===== src/rtl/gpio_pkg.sv =====
// Shared GPIO constants: default conditioner geometry and the core's GPIO register map.
// Also holds the per-bit event record and a counter-width helper.
package gpio_pkg;

    localparam int GPIO_WIDTH          = 32;
    localparam int GPIO_TICK_DIV       = 50000;
    localparam int GPIO_STABLE_SAMPLES = 4;

    // Addresses the core decodes for its GPIO read/write ports.
    localparam logic [11:0] GPIO_ADDR_IO0_IN  = 12'hf00;
    localparam logic [11:0] GPIO_ADDR_IO1_IN  = 12'hf01;
    localparam logic [11:0] GPIO_ADDR_IO0_OUT = 12'hf02;
    localparam logic [11:0] GPIO_ADDR_IO1_OUT = 12'hf03;

    typedef struct packed {
        logic level;
        logic rise;
        logic fall;
    } gpio_bit_evt_t;

    function automatic int cnt_w(input int n);
        return (n > 1) ? $clog2(n) : 1;
    endfunction

endpackage


===== src/rtl/gpio_debounce_bit.sv =====
// One conditioned input bit: 2-flop synchroniser, sample history on the shared tick,
// unanimous-history level decision and registered rise/fall pulses.
module gpio_debounce_bit
    import gpio_pkg::*;
#(
    parameter int STABLE_SAMPLES = GPIO_STABLE_SAMPLES
) (
    input  logic clk,
    input  logic rst_n,
    input  logic raw,
    input  logic sample_tick,
    output logic level,
    output logic rise,
    output logic fall
);

    logic                      sync1_q, sync1_d;
    logic                      sync2_q, sync2_d;
    logic [STABLE_SAMPLES-1:0] hist_q, hist_d;
    gpio_bit_evt_t             evt_q, evt_d;
    logic                      level_d;

    always_comb begin
        sync1_d = raw;
        sync2_d = sync1_q;
        hist_d  = hist_q;
        level_d = evt_q.level;
        if (sample_tick) begin
            hist_d = {hist_q[STABLE_SAMPLES-2:0], sync2_q};
            if (&hist_d)
                level_d = 1'b1;
            else if (~|hist_d)
                level_d = 1'b0;
        end
        // Pulses compare against the level being replaced, so they line up with the new level.
        evt_d.level = level_d;
        evt_d.rise  = level_d & ~evt_q.level;
        evt_d.fall  = ~level_d & evt_q.level;
    end

    always_ff @(posedge clk or negedge rst_n) begin
        if (!rst_n) begin
            sync1_q <= 1'b0;
            sync2_q <= 1'b0;
            hist_q  <= '0;
            evt_q   <= '0;
        end else begin
            sync1_q <= sync1_d;
            sync2_q <= sync2_d;
            hist_q  <= hist_d;
            evt_q   <= evt_d;
        end
    end

    assign level = evt_q.level;
    assign rise  = evt_q.rise;
    assign fall  = evt_q.fall;

endmodule


===== src/rtl/gpio_in_conditioner.sv =====
// GPIO input conditioner: shared debounce prescaler plus WIDTH debounced bits.
// Optional GPIO_EDGE_COUNT_EN adds a 16-bit rising-edge counter on bit 0 with sync clear.
module gpio_in_conditioner
    import gpio_pkg::*;
#(
    parameter int WIDTH          = GPIO_WIDTH,
    parameter int TICK_DIV       = GPIO_TICK_DIV,
    parameter int STABLE_SAMPLES = GPIO_STABLE_SAMPLES
) (
    input  logic             clk,
    input  logic             rst_n,
    input  logic [WIDTH-1:0] raw_in,
    output logic [WIDTH-1:0] io_out,
    output logic [WIDTH-1:0] rise_pulse,
    output logic [WIDTH-1:0] fall_pulse,
    output logic             sample_tick
`ifdef GPIO_EDGE_COUNT_EN
    ,
    input  logic             edge_count_clr,
    output logic [15:0]      edge_count
`endif
);

    localparam int            CW       = cnt_w(TICK_DIV);
    localparam logic [CW-1:0] CNT_LAST = CW'(TICK_DIV - 1);

    logic [CW-1:0] cnt_q, cnt_d;
    logic          tick_q, tick_d;

    // The tick is registered from the next count so it reads 0 in reset even when TICK_DIV=1.
    always_comb begin
        cnt_d  = (cnt_q == CNT_LAST) ? '0 : cnt_q + CW'(1);
        tick_d = (cnt_d == CNT_LAST);
    end

    always_ff @(posedge clk or negedge rst_n) begin
        if (!rst_n) begin
            cnt_q  <= '0;
            tick_q <= 1'b0;
        end else begin
            cnt_q  <= cnt_d;
            tick_q <= tick_d;
        end
    end

    assign sample_tick = tick_q;

    genvar i;
    generate
        for (i = 0; i < WIDTH; i++) begin : g_bit
            gpio_debounce_bit #(
                .STABLE_SAMPLES(STABLE_SAMPLES)
            ) u_bit (
                .clk        (clk),
                .rst_n      (rst_n),
                .raw        (raw_in[i]),
                .sample_tick(tick_q),
                .level      (io_out[i]),
                .rise       (rise_pulse[i]),
                .fall       (fall_pulse[i])
            );
        end
    endgenerate

`ifdef GPIO_EDGE_COUNT_EN
    logic [15:0] edge_cnt_q, edge_cnt_d;

    always_comb begin
        edge_cnt_d = edge_cnt_q;
        if (edge_count_clr)
            edge_cnt_d = '0;
        else if (rise_pulse[0])
            edge_cnt_d = edge_cnt_q + 16'd1;
    end

    always_ff @(posedge clk or negedge rst_n) begin
        if (!rst_n)
            edge_cnt_q <= '0;
        else
            edge_cnt_q <= edge_cnt_d;
    end

    assign edge_count = edge_cnt_q;
`endif

endmodule

===== config.mk =====
export PLATFORM = sky130hd
export DESIGN_NAME = gpio_in_conditioner
export DESIGN_NICKNAME = d
export VERILOG_FILES = /design/src/rtl/gpio_pkg.sv /design/src/rtl/gpio_debounce_bit.sv /design/src/rtl/gpio_in_conditioner.sv
export SDC_FILE = /design/constraint.sdc
export NUM_CORES = 1
export LEC_CHECK = 0
export BUFFER_PORTS_ARGS = -buffer_cell sky130_fd_sc_hd__buf_4
export CAP_MARGIN = 40
export CORE_MARGIN = 10
export CORE_UTILIZATION = 55
export DETAILED_ROUTE_END_ITERATION = 10
export HOLD_SLACK_MARGIN = 0.08
export PLACE_DENSITY = 0.79
export SETUP_SLACK_MARGIN = 0.5
export SYNTH_ARGS = -nofsm -noshare
export SYNTH_HDL_FRONTEND = slang
export SYNTH_SLANG_ARGS = --single-unit
export TNS_END_PERCENT = 30

===== constraint.sdc =====
create_clock -name clk -period 2.6 [get_ports clk]
set_input_delay 0.39 -clock clk [delete_from_list [all_inputs] [get_ports clk]]
set_output_delay 0.39 -clock clk [all_outputs]
set_load 0.01 [all_outputs]

# After elaboration in Yosys (flattened, before gate mapping)
# Index checks and enable logic that the tools add are counted.
[totals] reg_bits=273 ramBits=0 output_inout_bits=97 romBits=0 elab_cells=486 latch_bits=0 mem_count=0 in_bits=34
[classes] magnitude_cmp=0 reduce_logical=64 n_eq_ne=2 addsub=1 mux=97 n_div=0 n_mul=0 bitwise_logic=128 shifts=0
[ops] op="4-bit AND reduction" n=32
[ops] op="4-bit OR reduction" n=32
[ops] op="1-bit 2-to-1 mux" n=96
[ops] op="1-bit AND" n=64
[ops] op="1-bit inverter" n=64
[ops] op="16-bit == test, second input constant" n=2
[ops] op="16-bit by 1-bit adder with 16-bit output, second input constant" n=1
[ops] op="16-bit 2-to-1 mux" n=1

# Longest topological paths before layout
# Gate-level depths: netlist of run 1.
[logic_depth] word_depth=6 ltp_mapped=6 mapped_depth_nobuf=6

# Modules after synthesis
# Synthesis of run 1 repeated with hierarchy kept, for this count alone.
[hier_totals] hier_cells=730 hier_area_um2=10386.2
[modules_own_cells] mod="gpio_debounce_bit" n_inst=32 area_per_inst_um2=295.3 cells_each=20 seq_area_each_um2=200.2
[modules_own_cells] mod="gpio_in_conditioner" n_inst=1 area_per_inst_um2=937.1 cells_each=90 seq_area_each_um2=425.4

# Worst setup path before layout of run 1
# Ideal clock, no wire load.
[synth_path] path_type="flip-flop to flip-flop" startpoint="register cnt_q[0]" endpoint="register tick_q, in the netlist sample_tick" arrival_time_ns=1.569 slack_ns=0.964 path_buffers=0 stages_incl_launch_ff=7 t_required_ns=2.533 synth_period_minus_slack_ns=1.636 path_cell_list="dfrtp_1 > ha_1 > and3_1 > a2111oi_0 > a21oi_1 > o32ai_1 > o2111a_1"
[synth_via] elab_chain_cells=3 word_cells_on_any_way=4 cone_classes="1 x add/sub; 2 x eq/ne; 1 x mux"
[synth_rtl] element="from (decl)" line="gpio_in_conditioner.sv:27" text="logic [CW-1:0] cnt_q, cnt_d;"
[synth_rtl] element="from (signal assigned)" line="gpio_in_conditioner.sv:41" text="cnt_q <= cnt_d;"
[synth_rtl] element="16-bit by 1-bit adder with 16-bit output / 16-bit == test (equally long branches)" line="gpio_in_conditioner.sv:32" text="cnt_d = (cnt_q == CNT_LAST) ? '0 : cnt_q + CW'(1);"
[synth_rtl] element="16-bit 2-to-1 mux *" line="gpio_in_conditioner.sv:32"
[synth_rtl] element="16-bit == test *" line="gpio_in_conditioner.sv:33" text="tick_d = (cnt_d == CNT_LAST);"
[synth_rtl] element="net tick_d" line="gpio_in_conditioner.sv:28" text="logic tick_q, tick_d;"
[synth_rtl] element="to (signal assigned)" line="gpio_in_conditioner.sv:42" text="tick_q <= tick_d;"
[synth_rtl] element="to (decl)" line="gpio_in_conditioner.sv:28"
# Mark *: on every way through the listed nets, which the timed path passes. The rest lies on a longest branch.
# A chain may end at the register's enable or synchronous reset.

# Worst setup path in the final report of run 1
[layout_path] startpoint="register tick_q, in the netlist sample_tick" endpoint="output sample_tick"
[layout_rtl] element="to (decl)" line="gpio_in_conditioner.sv:16" text="output logic sample_tick"
# No word-level cell between the ends.

==> results.toml, run 1 <==
[drt]
ant_nets = 0
num_vias = 5969
dr.pass1.iters = 4
totalWireLength_um = 18260
avgViaCountPerCell = 5.315
drt_iter0_drc = 201
wire_per_inst_um = 16.26
drc = 0

[global_routing]
first_global_vias = 6106
grt_max_degree = 79
grt_antenna_before_repair = 0
grt_pass1_wl_um = 29810
grtUsageTotal_pct = 14.39
grt_overflow = 0

[timing]
skew_ns = 0.01136
relSlewSlack_pct = 60.57
rsz0062_at_grt = "no"
finalSetupViolCount = 0
finalCriticalPeriod_ns = 2.035
tightest_slew_ns = 0.5915
finalHoldViolations = 0
setup_ws_ns = 0.5648
worst_hold_slack_ns = 0.3395
fmax_mhz = 491.3
drv_slew = 0
fin_crit_sh_pct = 78.28
tns_ns = 0

[flow_run]
maxCapViolations = 0

[final_layout]
drive_gt1_share_pct = 34.76
fin_util_pct = 66.59
synthToLayoutAreaGrowth_pct = 18.64
final_area_um2 = 12500
final_nets = 905
antenna_cells = 0
fin_cells = 1123

[floorplanning]
dieWidth_um = 158.4
coreArea_um2 = 18770
row_count = 50
die_area_um2 = 25090
die_y_um = 158.4
start_util_pct = 56.13
io_pins = 131

[logic_synthesis]
synthTopCellsByArea = "dfrtp_1, mux2_2, buf_4"
ys_seq_elements = 273
yosysTopAreaCell = "dfrtp_1"
yosysTopAreaCellShare_pct = 64.85
synth_area_um2 = 10530
ys_types = 32
syn_nets = 810
netlist_instances = 775
seq_area_frac_synth_pct = 64.85
synth_warnings = 0
avgSynthCellArea_um2 = 13.59

[placement]
place_ws_ns = 0.6894
placed_cells = 1039
place_congestion = 0.7849
port_buffers = 130
place_area_um2 = 11170
dp_hpwl_um = 11760

[worst_setup_path]
crit_type = "reg -> out"
required_ns = 2.21
worstPathMaxFanout = 25
worstSetupStartpointType = "flip-flop"
r2r_slack_ns = 0.72
cp_data_arrival_time_ns = 1.65
worst_r2r_path_depth = 6
crit_path_end_kind = "output port"

[power]
total_power_mw = 8.526
leakagePower_nw = 5.809
max-vdd-ir-drop_v = 0.0004943
power.density_nw_per_um2 = 682.2

[cts]
cts_root_buffer = "clkbuf_16"
htree_levels = 1
cts_tree = "done"
cts.sinks = 273
clkTransAtPathRegs_ns = 0.06
post_cts_resized = 0
numCtsBuffers = 28
clk_latency_ns = 0.53
cts.path.max_buffers = 3

[status]
status = "finished clean"

[hold_path]
hold_class = "reg -> reg"
whs_path_depth = 0
layout by cell type, fill, tap and decap left out, types with 15 or more instances in the layout:
cell / count
a21oi_1: 66
buf_4: 138
clkbuf_16: 29
dfrtp_1: 272
dlygate4sd3_1: 33
inv_1: 35
mux2_2: 96
nand4_1: 35
nor2_1: 15
nor3_1: 34
nor3b_1: 32
or4b_1: 16
or4b_2: 16
what timing repair did:
action,4_1_cts,5_1_grt
setup buffers,1,0
hold endpoints to repair,104,0
hold buffers,33,0
setup endpoints to repair,1,0
synthesized netlist by cell type (all sizes together):
library cell,n
and2,1
nand3b,2
ha,1
or2,2
a21oi,66
o32ai,1
nand4,36
inv,35
xnor2,7
nor4,5
nand2,5
nor3b,32
nor2b,1
clkbuf,4
or4b,32
nor3,35
buf,109
and3,1
nand3,7
nor2,15
a2111oi,1
dfrtp,273
xor2,7
mux2,96
o2111a,1
worst paths after layout:
kind                                         startpoint                        end
worst max-delay path                        sample_tick                sample_tick
worst min-delay path            g_bit[21].u_bit.sync1_q    g_bit[21].u_bit.sync2_q
worst max register to register                 cnt_q[0]                sample_tick
worst min register to register  g_bit[21].u_bit.sync1_q    g_bit[21].u_bit.sync2_q
max in group asynchronous                         rst_n  g_bit[22].u_bit.hist_q[1]
min in group asynchronous                         rst_n  g_bit[16].u_bit.hist_q[2]
where the power goes:
group	switching (mW)	total [mW]	internal [mW]
logic	0.0951	0.172	0.0766
registers	0.0265	4.33	4.30
clock network	1.53	4.03	2.50
total	1.65	8.53	6.87
critical path, cell delays in order (launching register included):
cell and delay, ns:
dfrtp_4 0.59, buf_12 0.20, buf_4 0.17, buf_4 0.14
flip-flops by register name, summed over array words and instances, names as in the netlist:
name and count:
cnt_q 16, g_bit.u_bit.fall 32, g_bit.u_bit.level 32, sample_tick 1, g_bit.u_bit.rise 32, g_bit.u_bit.hist_q 96, g_bit.u_bit.sync1_q 32, g_bit.u_bit.sync2_q 32
logic make-up after synthesis:
| logic type | share of synthesized area, % |
|---|---|
| adders and majority gates | 0.1188 |
| AOI/OAI and AO/OA | 3.409 |
| and+or+nand+nor | 11.34 |
| DFF | 64.85 |
| muxes | 10.26 |
| xor gates and xnor gates | 1.164 |
| buffers and inverters | 8.849 |
per-layer routing:
layer,GRT usage (%),share of wire [%]
met4,4.058,2.0
met3,3.265,5.3
met2,24.24,48
met5,0,0
met1,18.31,44
final cells by class:
type | count | area [µm²]
timing repair buffer | 178 | 1514
fill | 1326 | 6271
tap | 234 | 292.8
clock buffer | 40 | 827.0
clock inverter | 9 | 126.4
sequential | 273 | 6835
inverter | 35 | 131.4
multi-input combinational | 354 | 2770
Power figures use the tool's default switching activity.
==> inputs of run 2 (changes only) <==
--- a/config.mk
+++ b/config.mk
@@ -8,7 +8,7 @@
 export BUFFER_PORTS_ARGS = -buffer_cell sky130_fd_sc_hd__buf_4
 export CAP_MARGIN = 40
 export CORE_MARGIN = 10
-export CORE_UTILIZATION = 55
+export CORE_UTILIZATION = 52
 export DETAILED_ROUTE_END_ITERATION = 10
 export HOLD_SLACK_MARGIN = 0.08
 export PLACE_DENSITY = 0.79
==> constraint.sdc (replaced) <==
create_clock -name clk -period 1.65 [get_ports clk]
set_input_delay 0.2475 -clock clk [delete_from_list [all_inputs] [get_ports clk]]
set_output_delay 0.2475 -clock clk [all_outputs]
set_load 0.01 [all_outputs]
==> run 2 against run 1 <==
Clock-buffer cell count fell by 3. Register-to-register slack lost 0.74 ns. The flow now finishes with violations (setup timing). Largest power group unchanged. Hold slack got worse by 0.15 ns. Design area is 20% higher. Power increased by 63%.
==> results.toml, run 2 (synthesized netlist as in run 1, its figures left out) <==
[drt]
dr.pass1.iters = 5
drt_iter0_drc = 295
num_vias = 6731
met3_length_um = 1211
drc = 0
ant_nets = 0
wire_per_inst_um = 20.95
avgViaCountPerCell = 5.486
highest_layer = "met4"
m1WireLength_um = 9998
totalWireLength_um = 25700
route.met2.wl_um = 13920

[placement]
place_ws_ns = -0.01854
dp_hpwl_um = 12230
place_congestion = 0.7996
port_buffers = 130

[final_layout]
final_common_cell = "dfrtp_1"
fin_util_pct = 74.69
synthToLayoutAreaGrowth_pct = 42.55
largest_reg_flops = 96
drive_gt1_share_pct = 55.96
top_register = "g_bit.u_bit.hist_q"
final_nets = 970
layout_common_cells = "dfrtp_1, buf_6, mux2_4, buf_4, a21oi_2"

[worst_setup_path]
r2r_slack_ns = -0.02
crit_type = "reg -> reg"
required_ns = 2.10
crit_path_end_kind = "flip-flop"
cp_data_arrival_time_ns = 2.12
r2r-start = "sample_tick"
worstPathMaxFanout = 7
r2r_end = "g_bit[23].u_bit.fall"
worst_r2r_path_depth = 6
worstSetupStartpointType = "flip-flop"

[timing]
setup_ws_ns = -0.01925
rsz0062_at_grt = "yes"
finalHoldViolations = 0
finalCriticalPeriod_ns = 1.669
drv_slew = 0
relSlewSlack_pct = 76.92
skew_ns = 0.01070
finalSetupViolCount = 2
tightest_slew_ns = 0.3462
fin_crit_sh_pct = 101.2
fmax_mhz = 599.1

[cts]
cts_tree = "done"
cts_root_buffer = "clkbuf_16"
numCtsBuffers = 28
clkTransAtPathRegs_ns = 0.06
cts.sinks = 273
htree_levels = 1
cts.path.max_buffers = 3
clk_latency_ns = 0.54

[power]
power.density_nw_per_um2 = 926.2
leakagePower_nw = 6.522
max-vdd-ir-drop_v = 0.0008401

[status]
violations = "setup timing"
status = "finished with violations"

[global_routing]
first_global_vias = 6922
grt_pass1_wl_um = 35070
grtUsageTotal_pct = 15.91
grt_max_degree = 53
grt_antenna_before_repair = 0
grt_overflow = 0

[flow_run]
maxCapViolations = 0

[floorplanning]
dieWidth_um = 162.3
io_pins = 131
die_y_um = 162.3
row_count = 52
coreArea_um2 = 20100
die_area_um2 = 26350
start_util_pct = 52.40

[hold_path]
hold_class = "in -> async"
[run 2: cell types whose count changed in the layout (fill, tap and decap cells not counted), moves of 34 or more]
cell / delta
mux2_2: -88
mux2_4: +88
buf_6: +114
nor3_1: -34
a21oi_1: -40
a21oi_2: +37
buf_4: -75
[run 2: worst max-delay path by stage]
| stage | start | end | slack [ns] | depth (start not counted) |
|---|---|---|---|---|
| 2_1_floorplan | cnt_q[0] | sample_tick | 0.13 | 6 |
| 3_3_place_gp | cnt_q[0] | sample_tick | 0.05 | 6 |
| 3_5_place_dp | sample_tick | g_bit[20].u_bit.level | -0.02 | 4 |
| 4_1_cts | sample_tick | sample_tick | 0.05 | 2 |
| 5_1_grt | sample_tick | g_bit[23].u_bit.fall | -0.05 | 6 |
| 6_report | sample_tick | g_bit[23].u_bit.fall | -0.02 | 6 |
[run 2: per-layer routing]
| layer | global-route usage (%) | vias to the layer above |
|---|---|---|
| met2 | 27.68 | 183 |
| met3 | 3.766 | 55 |
| met1 | 19.46 | 3527 |
| li1 | - | 2966 |
| met4 | 4.218 | 0 |
| met5 | 0 | - |
[run 2: cell type report]
| type | instances | area [µm²] |
|---|---|---|
| clock inverter | 14 | 186.4 |
| inverter | 35 | 131.4 |
| fill | 1075 | 5089 |
| antenna | 1 | 2.502 |
| tap | 270 | 337.8 |
| sequential | 273 | 6860 |
| clock buffer | 37 | 825.8 |
| timing repair buffer | 243 | 2723 |
| multi-input combinational | 354 | 3949 |
[run 2: report_power, final]
part / total, mW / internal, mW / switching [mW]
combinational: 0.284 / 0.126 / 0.158
clock: 6.80 / 4.14 / 2.66
sequential: 6.82 / 6.77 / 0.0520
[run 2: through the flow]
stage	cell area, µm²	setup TNS, ns	power, mW	hold WS (ns)	cells
after global placement	11520	0	7.156	0.1579	1100
after floorplan	10710	0	6.925	-0.04809	775
after global routing	15010	-0.2469	14.35	0.1911	1226
after detailed placement	11520	-0.02023	7.163	0.1598	1100
final	15020	-0.02139	13.91	0.1876	1227
after CTS	13660	0	13.95	0.1879	1213
[run 2: repair_timing]
item                       in CTS  in global routing
pin swaps                      28                 63
setup endpoints to repair     265                303
buffers inserted               24                 10
cloned                          5                  3
resized for setup             109                309
hold endpoints to repair      305                  0
hold buffers                   33                  0
[run 2: critical path, cell delays in order, from the launching register on]
cell	delay, ns
dfrtp_4	0.47
buf_12	0.14
buf_12	0.12
buf_12	0.11
or4b_4	0.46
buf_4	0.15
nor3_2	0.13
